## src/rtl/pc_fetch_ctrl.sv

```systemverilog
// rtl/pc_fetch_ctrl.sv - fetch PC owner and single-outstanding imem request sequencer
module pc_fetch_ctrl #(
  parameter logic [63:0] RESET_PC = 64'h8000_0000,
  parameter int          INST_W   = 32
) (
  input  logic              clk,
  input  logic              rst,
  input  logic              trap_i_valid,
  input  logic [63:0]       trap_i_pc,
  input  logic              execute_i_is_jump,
  input  logic [63:0]       execute_i_pre_pc,
  input  logic [63:0]       fetch_i_pre_pc,
  output logic              imem_req_valid,
  output logic [63:0]       imem_req_addr,
  input  logic              imem_req_ready,
  input  logic              imem_rsp_valid,
  input  logic [INST_W-1:0] imem_rsp_data,
  output logic              if_o_valid,
  output logic [63:0]       if_o_pc,
  output logic [INST_W-1:0] if_o_inst,
  input  logic              if_o_ready,
  output logic [63:0]       pc
);

  typedef enum logic [1:0] {S_REQ, S_WAIT, S_HOLD, S_DROP} state_t;

  state_t              state, state_nxt;
  logic [63:0]         pc_nxt, ipc_nxt, target;
  logic [INST_W-1:0]   inst_nxt;
  logic                valid_nxt, req_nxt, redir, req_hs;

  // Trap outranks the execute-stage redirect when both fire together.
  assign redir         = trap_i_valid | execute_i_is_jump;
  assign target        = trap_i_valid ? trap_i_pc : execute_i_pre_pc;
  assign req_hs        = imem_req_valid & imem_req_ready;
  assign imem_req_addr = pc;

  always_comb begin
    state_nxt = state;
    pc_nxt    = pc;
    valid_nxt = if_o_valid;
    ipc_nxt   = if_o_pc;
    inst_nxt  = if_o_inst;
    case (state)
      S_REQ: begin
        if (redir) pc_nxt = target;
        if (req_hs) state_nxt = redir ? S_DROP : S_WAIT;
      end
      S_WAIT: begin
        if (imem_rsp_valid) begin
          if (redir) begin
            pc_nxt    = target;
            state_nxt = S_REQ;
          end else begin
            ipc_nxt   = pc;
            inst_nxt  = imem_rsp_data;
            valid_nxt = 1'b1;
            state_nxt = S_HOLD;
          end
        end else if (redir) begin
          pc_nxt    = target;
          state_nxt = S_DROP;
        end
      end
      S_HOLD: begin
        if (redir) begin
          pc_nxt    = target;
          valid_nxt = 1'b0;
          state_nxt = S_REQ;
        end else if (if_o_ready) begin
          pc_nxt    = fetch_i_pre_pc;
          valid_nxt = 1'b0;
          state_nxt = S_REQ;
        end
      end
      S_DROP: begin
        // The one response still in flight belongs to a dead path.
        if (redir) pc_nxt = target;
        if (imem_rsp_valid) state_nxt = S_REQ;
      end
      default: state_nxt = S_REQ;
    endcase
    req_nxt = (state_nxt == S_REQ);
  end

  // Request valid is its own flop so it stays low throughout reset.
  always_ff @(posedge clk or negedge rst) begin
    if (!rst) begin
      state          <= S_REQ;
      pc             <= RESET_PC;
      imem_req_valid <= 1'b0;
      if_o_valid     <= 1'b0;
      if_o_pc        <= '0;
      if_o_inst      <= '0;
    end else begin
      state          <= state_nxt;
      pc             <= pc_nxt;
      imem_req_valid <= req_nxt;
      if_o_valid     <= valid_nxt;
      if_o_pc        <= ipc_nxt;
      if_o_inst      <= inst_nxt;
    end
  end

endmodule

```

## config.mk

```make
export PLATFORM = sky130hd
export DESIGN_NAME = pc_fetch_ctrl
export DESIGN_NICKNAME = d
export VERILOG_FILES = /design/src/rtl/pc_fetch_ctrl.sv
export SDC_FILE = /design/constraint.sdc
export NUM_CORES = 1
export LEC_CHECK = 0
export BUFFER_PORTS_ARGS = -buffer_cell sky130_fd_sc_hd__buf_2
export CORE_AREA = 2 2 180 182
export CTS_BUF_LIST = sky130_fd_sc_hd__clkbuf_16
export DETAILED_ROUTE_END_ITERATION = 8
export DIE_AREA = 0 0 182 184
export PLACE_DENSITY = 0.62
export SYNTH_ARGS = -nofsm -noshare
export SYNTH_HDL_FRONTEND = slang
export SYNTH_SLANG_ARGS = --single-unit
```

## constraint.sdc

```tcl
create_clock -name clk -period 1.7 [get_ports clk]
set_input_delay 0.085 -clock clk [delete_from_list [all_inputs] [get_ports clk]]
set_output_delay 0.085 -clock clk [all_outputs]
set_load 0.01 [all_outputs]
```

==> results of run 1 <==
[what timing repair did]
| item | CTS | global route |
|---|---|---|
| resized for setup | 1 | 8 |
| hold buffers | 121 | 0 |
| cloned | 0 | 5 |
| hold endpoints to repair | 126 | 0 |
| setup buffers | 0 | 9 |
| endpoints found under the setup margin | 1 | 100 |
| pin swaps | 0 | 1 |
[path summary, 6_finish.rpt]
| check | from | endpoint | cells after the start |
|---|---|---|---|
| setup reg to reg | state[0] | if_o_pc[0] | 7 |
| min in group asynchronous | rst | imem_req_addr[12] | 2 |
| max in group asynchronous | rst | imem_req_addr[31] | 3 |
| hold / removal | execute_i_pre_pc[12] | imem_req_addr[12] | 3 |
| setup / recovery | state[0] | if_o_pc[0] | 7 |
| hold reg to reg | if_o_pc[20] | if_o_pc[20] | 1 |
[synthesized netlist by cell type, types with 2 or more instances]
cell type | number | share of area
o21ai_0 | 20 | 0.013
nand3_1 | 64 | 0.041
mux2i_1 | 17 | 0.022
o31ai_1 | 47 | 0.046
buf_1 | 8 | 0.0039
mux2_2 | 84 | 0.12
buf_6 | 4 | 0.0058
buf_4 | 66 | 0.064
nor3_1 | 49 | 0.032
buf_2 | 11 | 0.0071
clkbuf_1 | 33 | 0.016
nor2_1 | 3 | 0.0015
o22ai_1 | 46 | 0.037
mux2_1 | 29 | 0.042
inv_1 | 2 | 0.00097
dfrtp_1 | 163 | 0.53
[logic make-up (layout without fill, tap and decap cells)]
logic type             after synthesis  after routing  synth area share
AO/OA/AOI/OAI                      119            119             0.102
multiplexers                       130            130             0.186
other                                0              1                 0
buffers and inverters              124            671            0.0976
flip-flops                         164            164             0.529
AND/OR/NAND/NOR                    126            126            0.0847
[cell type report]
class	count	area, µm²	area share
clock inverters	15	168	0.0136
inverters	2	7.51	0.000607
well taps	402	503	0.0407
diodes	1	2.50	0.000202
flip-flops and latches	164	4110	0.332
repair buffers	637	4240	0.342
multi-input cells	375	2920	0.236
clock buffers	17	425	0.0344
[worst register-to-register path, delay by kind of cell, from the launching register on]
family	cells	cell delay, ns
buffers and inverters	4	0.59
DFF	1	0.39
muxes	1	0.35
and+or+nand+nor	2	0.21
[per-layer routing]
metal,up-vias,GRT usage
met1,3706,0.206
met3,46,0.0424
met5,-,0
met2,370,0.321
met4,2,0.0674
li1,3454,-
[power by group]
group	total, mW	internal (mW)	switching, mW
clock	3.99	2.21	1.78
sequential	6.30	5.33	0.968
combinational	5.94	2.95	2.99
total	16.2	10.5	5.74
[registers in the layout (all words and copies together) (netlist names)]
name / cells
if_o_inst: 32
if_o_pc: 64
if_o_valid: 1
imem_req_addr: 64
imem_req_valid: 1
state: 2
[per-stage QoR]
| step | total power, mW | TNS (ns) | utilization | worst slack, ns | std cells |
|---|---|---|---|---|---|
| 2_1_floorplan | 9.25 | 0 | - | 0.00953 | 663 |
| 3_3_place_gp | 11.8 | 0 | 0.330 | 0.0471 | 1446 |
| 3_5_place_dp | 11.9 | 0 | 0.330 | 0.0200 | 1446 |
| 4_1_cts | 16.2 | 0 | 0.388 | 0.0122 | 1599 |
| 5_1_grt | 17.2 | -1.03 | 0.394 | -0.0395 | 1612 |
| 6_report | 16.2 | 0 | 0.394 | 0.0273 | 1613 |
[cell usage in the layout, fill, tap and decap left out, drive strengths merged, types with 2 or more instances in the layout]
cell type / count
nor3: 50
mux2i: 17
o31ai: 47
dfrtp: 163
clkbuf: 21
dlygate4sd3: 121
inv: 10
o21ai: 20
buf: 512
bufinv: 2
nor2: 3
mux2: 113
o22ai: 46
nand3: 64
clkinv: 5
==> impl_metrics.py, run 1 <==
metrics = {
    "run_status": {
        "status": "completed",
    },
    "setup_path": {
        "crit_type": "reg2reg",
        "worstPathCellList": "buf_6 -> nand2_2 -> nor3_4 -> buf_6 -> buf_12 -> buf_12 -> mux2_2",
        "worstPathRequired_ns": 2.01,
        "cp.arrival_ns": 1.98,
        "r2r_setup_slack_ns": 0.03,
        "endpoint_kind": "flop",
        "cp_num_buf_inv": 4,
        "critical-path-top-delay-family": "buffers and inverters",
        "critPathLaunchType": "flop",
        "critical-path-slowest-cell": "dfrtp_1",
        "crit_path_max_incr_delay_ns": 0.39,
        "cp_max_fo": 14,
    },
    "synth": {
        "ys_seq_area_frac": 0.529,
        "synth_cells": 663,
        "syn_area_um2": 7750,
        "ys.flop_type": "dfrtp_1",
        "synth-seq-cells": 164,
        "async_flop_share": 1.00,
        "syn_nets": 894,
        "ys_types": 33,
        "yosys_warnings": 0,
        "avgSynthCellArea_um2": 11.7,
        "synth-edff-count": 0,
    },
    "drt": {
        "wl_met1_um": 12600,
        "finalWirelength_um": 31300,
        "drtIter0Drc": 314,
        "dr.pass1.iters": 5,
        "vias": 7578,
        "wl_met3_um": 2080,
        "routedWlPerCell_um": 19.4,
        "drc": 0,
        "wl_met2_um": 15900,
        "routed_via_density": 4.70,
        "dr.max_layer_used": "met5",
        "drtAntennaViolNets": 0,
    },
    "run": {
        "cap_violations": 0,
    },
    "sta": {
        "setup_viol": 0,
        "max_freq_mhz": 598,
        "worst_hold_slack_ns": 0.0246,
        "finalCriticalPeriod_ns": 1.67,
        "hold_viol_final": 0,
        "tightest_slew_ns": 0.585,
        "fin_skew_ns": 0.0102,
        "min_period_over_period": 0.984,
        "final_max_slew_viol_count": 0,
        "maxSlewHeadroom": 0.604,
        "rsz0062_at_grt": "yes",
    },
    "grt": {
        "track_usage": 0.178,
        "gr-total-overflow": 0,
        "antenna_found_initial": 1,
        "grt_max_degree": 52,
        "grt_pass1_vias": 7725,
        "grt_first_pass_wirelength_um": 45400,
    },
    "placement": {
        "dpl-instance-area_um2": 10400,
        "place_congestion": 0.754,
        "portBuffers": 456,
        "hpwl_um": 21500,
    },
    "cts": {
        "cts_tree": "yes",
        "htreeDepth": 4,
        "clock-sinks": 164,
        "insertion_delay_ns": 0.42,
        "cts_buffers": 17,
        "clock_path_buffers": 2,
        "clk_pin_slew_ns": 0.07,
        "cts-root-buf": "clkbuf_16",
    },
    "hold_path": {
        "min_path_type": "in2reg",
    },
    "floorplanning": {
        "start_util": 0.247,
        "core-area_um2": 31400,
        "die_w_um": 182,
        "fp-row-count": 65,
        "die_area_um2": 33500,
        "die_h_um": 184,
        "io_pins": 457,
    },
    "power": {
        "irDropWorstVdd_v": 0.000659,
        "power_density_nw_per_um2": 1310,
        "p_leak_nw": 6.08,
    },
    "final_layout": {
        "final_layout_size_suffix_gt1_frac": 0.531,
        "nets": 1428,
        "final_area_um2": 12400,
        "synthToLayoutAreaGrowth_pct": 59.6,
        "nFillCells": 3054,
    },
}
No activity file was read; power rests on OpenSTA's default activity.
==> run 2, diff against run 1 <==
--- a/config.mk
+++ b/config.mk
@@ -10,6 +10,7 @@
 export CTS_BUF_LIST = sky130_fd_sc_hd__clkbuf_16
 export DETAILED_ROUTE_END_ITERATION = 8
 export DIE_AREA = 0 0 182 184
+export HOLD_SLACK_MARGIN = 0.05
 export PLACE_DENSITY = 0.62
 export SYNTH_ARGS = -nofsm -noshare
 export SYNTH_HDL_FRONTEND = slang
==> run 2 against run 1 <==
Effect of this change: critical path depth did not move; highest routed layer unchanged; critical endpoint is now if_o_inst[5]; clock-buffer cell count did not move; sequential power about the same.
==> impl_metrics.py, run 2 (same netlist as run 1, synthesis figures left out) <==
metrics = {
    "grt": {
        "antenna_found_initial": 1,
        "track_usage": 0.187,
        "grt_pass1_vias": 8259,
        "grt_first_pass_wirelength_um": 47900,
        "gr-total-overflow": 0,
        "grt_max_degree": 52,
    },
    "floorplanning": {
        "io_pins": 457,
        "start_util": 0.247,
        "fp-row-count": 65,
        "die_h_um": 184,
        "die_area_um2": 33500,
        "core-area_um2": 31400,
        "die_w_um": 182,
    },
    "hold_path": {
        "whs_path_depth": 3,
        "min_path_type": "in2reg",
    },
    "drt": {
        "dr.pass1.iters": 7,
        "wl_met1_um": 12800,
        "finalWirelength_um": 32700,
        "drc": 0,
        "vias": 7975,
        "routed_via_density": 4.76,
        "wl_met3_um": 2400,
        "drtAntennaViolNets": 0,
        "drtIter0Drc": 331,
        "routedWlPerCell_um": 19.5,
        "wl_met2_um": 16600,
        "dr.max_layer_used": "met5",
    },
    "sta": {
        "rsz0062_at_grt": "yes",
        "tightest_slew_ns": 0.587,
        "max_freq_mhz": 594,
        "hold_viol_final": 0,
        "finalCriticalPeriod_ns": 1.68,
        "final_max_slew_viol_count": 0,
        "fin_skew_ns": 0.0103,
        "min_period_over_period": 0.990,
        "setup_viol": 0,
        "maxSlewHeadroom": 0.603,
    },
    "cts": {
        "insertion_delay_ns": 0.42,
        "clock-sinks": 164,
        "cts_buffers": 17,
        "clock_path_buffers": 2,
        "clk_pin_slew_ns": 0.07,
        "cts-root-buf": "clkbuf_16",
        "htreeDepth": 4,
        "cts_tree": "yes",
    },
    "final_layout": {
        "nets": 1493,
        "final_layout_size_suffix_gt1_frac": 0.503,
        "layout_commonest_cell": "buf_2",
        "synthToLayoutAreaGrowth_pct": 67.9,
        "final_area_um2": 13000,
        "layout_common_cells": "buf_2 (455), dlygate4sd3_1 (187), dfrtp_1 (162)",
        "diodes": 0,
        "final_cells": 1677,
    },
    "setup_path": {
        "crit_type": "reg2reg",
        "reg2reg_depth": 7,
        "cp_max_fo": 14,
        "endpoint_kind": "flop",
        "worstPathRequired_ns": 2.00,
        "crit_path_max_incr_delay_ns": 0.39,
        "worstPathCellList": "buf_6 -> nand2_2 -> nor3_4 -> buf_6 -> buf_12 -> buf_12 -> mux2_2",
        "cp.arrival_ns": 1.98,
        "critical-path-top-delay-family": "buffers and inverters",
        "critPathLaunchType": "flop",
        "cp.depth": 7,
        "cp_num_buf_inv": 4,
        "critical-path-slowest-cell": "dfrtp_1",
    },
    "placement": {
        "place_congestion": 0.754,
        "portBuffers": 456,
        "dp_cells": 1446,
        "dpl-instance-area_um2": 10400,
        "hpwl_um": 21500,
    },
    "power": {
        "irDropWorstVdd_v": 0.000660,
        "p_leak_nw": 6.36,
        "power_density_nw_per_um2": 1260,
    },
    "run": {
        "cap_violations": 0,
    },
    "run_status": {
        "status": "completed",
    },
}
## run 2: changes by cell type in the layout (fill, tap and decap cells not counted)
cell | previous run | this run
buf_4 | 36 | 35
diode_2 | 1 | 0
dlygate4sd3_1 | 121 | 187
mux2_2 | 83 | 84
mux2_4 | 1 | 0
## run 2: metal layers
metal | vias up | GRT usage
met3 | 64 | 0.0458
met1 | 3874 | 0.212
li1 | 3573 | -
met4 | 2 | 0.0803
met5 | - | 0
met2 | 462 | 0.335
## run 2: repair_timing
action,4_1_cts,5_1_grt
hold buffers,187,0
hold endpoints to repair,177,0
resized for setup,1,7
setup buffers,0,8
endpoints found under the setup margin,1,100
pin swaps,0,1
cloned,0,5
## run 2: worst reg2reg max path, stage by stage (launching register included)
cell and delay [ns]:
dfrtp_1 0.39, buf_6 0.14, nand2_2 0.06, nor3_4 0.15, buf_6 0.13, buf_12 0.15, buf_12 0.17, mux2_2 0.35
## run 2: area by class of cell
cell class / instances / area [µm²]
inverters: 2 / 7.51
fillers: 2974 / 18400
flip-flops and latches: 164 / 4110
well taps: 402 / 503
repair buffers: 702 / 4890
clock inverters: 15 / 168
multi-input cells: 375 / 2920
clock buffers: 17 / 425
## run 2: worst paths after layout
kind                                      startpoint                 to  slack (ns)
worst min-delay path            execute_i_pre_pc[50]  imem_req_addr[50]        0.06
worst max-delay path                        state[0]       if_o_inst[5]        0.02
max in group asynchronous                        rst  imem_req_addr[31]        0.85
worst min register to register           if_o_pc[20]        if_o_pc[20]        0.48
min in group asynchronous                        rst  imem_req_addr[12]        0.21
worst max register to register              state[0]       if_o_inst[5]        0.02
## run 2: stage by stage
| stage | util | power, mW | setup WS, ns | hold WS, ns | setup TNS (ns) |
|---|---|---|---|---|---|
| after global routing | 0.415 | 17.3 | -0.0406 | 0.0712 | -1.02 |
| after global placement | 0.330 | 11.8 | 0.0471 | 0.100 | 0 |
| final | 0.415 | 16.4 | 0.0164 | 0.0591 | 0 |
| after floorplan | - | 9.25 | 0.00953 | -0.211 | 0 |
| after detailed placement | 0.330 | 11.9 | 0.0200 | 0.104 | 0 |
| after CTS | 0.409 | 16.3 | 0.0122 | 0.0509 | 0 |
## run 2: where the power goes
group / total [mW] / internal [mW] / switching [mW] / leakage, nW
Clock: 4.00 / 2.21 / 1.79 / 0.293
Sequential: 6.30 / 5.33 / 0.974 / 2.00
Combinational: 6.10 / 3.05 / 3.06 / 4.07
Total: 16.4 / 10.6 / 5.82 / 6.36
==> run 3, diff against run 2 <==
--- a/config.mk
+++ b/config.mk
@@ -11,7 +11,7 @@
 export DETAILED_ROUTE_END_ITERATION = 8
 export DIE_AREA = 0 0 182 184
 export HOLD_SLACK_MARGIN = 0.05
-export PLACE_DENSITY = 0.62
+export PLACE_DENSITY_LB_ADDON = 0.15
 export SYNTH_ARGS = -nofsm -noshare
 export SYNTH_HDL_FRONTEND = slang
 export SYNTH_SLANG_ARGS = --single-unit
==> run 3 against run 2 <==
Effect of this change: sequential share of layout area increased by 0.78 points; clock power is 6.8% lower; combinational power down 3%; flip-flop and latch count did not move; critical path depth is 3 lower; cell count shrank 1.2%.
==> impl_metrics.py, run 3 (same netlist as run 1, synthesis figures left out) <==
metrics = {
    "drt": {
        "dr.pass1.iters": 4,
        "drtAntennaViolNets": 0,
        "drtIter0Drc": 224,
        "routedWlPerCell_um": 18.1,
        "finalWirelength_um": 30100,
        "vias": 7515,
        "drc": 0,
        "routed_via_density": 4.54,
    },
    "hold_path": {
        "whs_path_depth": 3,
        "min_path_type": "in2reg",
    },
    "sta": {
        "max_freq_mhz": 603,
        "rsz0062_at_grt": "yes",
        "finalCriticalPeriod_ns": 1.66,
        "min_period_over_period": 0.976,
        "setup_viol": 0,
        "fin_skew_ns": 0.0104,
        "tightest_slew_ns": 0.507,
        "hold_viol_final": 0,
        "maxSlewHeadroom": 0.662,
        "setup_tns_ns": 0,
        "final_max_slew_viol_count": 0,
    },
    "power": {
        "power_density_nw_per_um2": 1250,
        "p_leak_nw": 6.21,
        "irDropWorstVdd_v": 0.000618,
    },
    "setup_path": {
        "worstPathCellList": "or4b_2 -> buf_6 -> mux2i_1 -> o21ai_0",
        "critPathLaunchType": "flop",
        "cp.arrival_ns": 1.95,
        "reg2reg_depth": 4,
        "cp_max_fo": 10,
        "crit_path_max_incr_delay_ns": 0.70,
        "crit_type": "reg2reg",
        "critical-path-slowest-cell": "or4b_2",
        "worstPathRequired_ns": 1.99,
        "endpoint_kind": "flop",
    },
    "cts": {
        "cts_tree": "yes",
        "cts-root-buf": "clkbuf_16",
        "clk_pin_slew_ns": 0.07,
        "cts_buffers": 17,
        "clock_path_buffers": 2,
        "insertion_delay_ns": 0.42,
        "htreeDepth": 4,
        "clock-sinks": 164,
    },
    "grt": {
        "grt_pass1_vias": 7799,
        "grt_max_degree": 72,
        "track_usage": 0.176,
        "grt_first_pass_wirelength_um": 45100,
        "antenna_found_initial": 4,
        "gr-total-overflow": 0,
    },
    "run": {
        "cap_violations": 0,
    },
    "floorplanning": {
        "start_util": 0.247,
        "die_h_um": 184,
        "core-area_um2": 31400,
        "fp-row-count": 65,
        "die_area_um2": 33500,
        "die_w_um": 182,
        "io_pins": 457,
    },
    "final_layout": {
        "final_layout_size_suffix_gt1_frac": 0.492,
        "layout_commonest_cell": "buf_2",
        "utilization": 0.405,
        "nFillCells": 3105,
        "final_cells": 1657,
        "layout_common_cells": "buf_2 (454), dlygate4sd3_1 (187), dfrtp_1 (163)",
        "register_area_um2": 4110,
        "nets": 1471,
        "multi_input_area_um2": 2930,
        "synthToLayoutAreaGrowth_pct": 63.8,
    },
    "placement": {
        "hpwl_um": 21200,
        "dp_cells": 1436,
        "place_congestion": 0.748,
        "portBuffers": 456,
    },
    "run_status": {
        "status": "completed",
    },
}
[run 3: changes by cell type in the layout (fill, tap and decap cells not counted), sizes merged]
| cell | before | now |
|---|---|---|
| clkbuf | 21 | 17 |
| bufinv | 2 | 0 |
| clkinv | 5 | 6 |
| clkinvlp | 0 | 1 |
| diode | 0 | 2 |
| buf | 511 | 493 |
[run 3: cell type report]
class / count / area share
Clock buffer: 17 / 0.0335
Timing Repair Buffer: 680 / 0.362
Multi-Input combinational cell: 375 / 0.231
Antenna cell: 2 / 0.000394
Inverter: 2 / 0.000591
Tap cell: 402 / 0.0396
Sequential cell: 164 / 0.323
Clock inverter: 15 / 0.00985
[run 3: report_power, final]
part	total [mW]	switching (mW)	internal, mW	leakage, nW
combinational	5.94	3.00	2.94	3.94
sequential	6.21	0.888	5.32	2.01
clock	3.73	1.81	1.92	0.272
total	15.9	5.70	10.2	6.21
[run 3: worst paths after layout]
check | from | end | slack, ns
setup / recovery | state[0] | imem_req_addr[54] | 0.04
hold / removal | trap_i_pc[19] | imem_req_addr[19] | 0.06
setup reg to reg | state[0] | imem_req_addr[54] | 0.04
hold reg to reg | if_o_pc[27] | if_o_pc[27] | 0.48
max in group asynchronous | rst | if_o_inst[14] | 0.90
min in group asynchronous | rst | if_o_inst[5] | 0.22
[run 3: metrics by stage]
| stage | hold WS [ns] | setup WS, ns | power (mW) | instance area, µm² |
|---|---|---|---|---|
| 2_1_floorplan | -0.211 | 0.00953 | 9.25 | 7760 |
| 4_1_cts | 0.0527 | -0.00789 | 16.1 | 12700 |
| 3_5_place_dp | -0.110 | -0.0214 | 11.9 | 10200 |
| 5_1_grt | 0.0712 | -0.0684 | 16.9 | 12700 |
| 6_report | 0.0575 | 0.0415 | 15.9 | 12700 |
| 3_3_place_gp | -0.108 | 0.0341 | 11.8 | 10200 |
[run 3: routing by layer]
layer,GRT usage,vias up,share of wire
met2,0.315,321,0.50
met1,0.209,3629,0.42
met4,0.0568,4,0.021
met5,0,-,0.0011
li1,-,3530,-
met3,0.0384,31,0.056
[run 3: timing repair]
| action | 4_1_cts | 5_1_grt |
|---|---|---|
| hold buffers | 187 | 0 |
| endpoints found under the hold margin | 262 | 0 |
| buffers inserted | 0 | 0 |
| setup endpoints to repair | 3 | 45 |
| gates resized for setup | 1 | 8 |
[run 3: critical path: cells and delay by family, from the launching register on]
family	cells	cell delay, ns
mux	1	0.16
compound gates	1	0.09
flops	1	0.37
buf+inv	1	0.20
simple gates	1	0.70
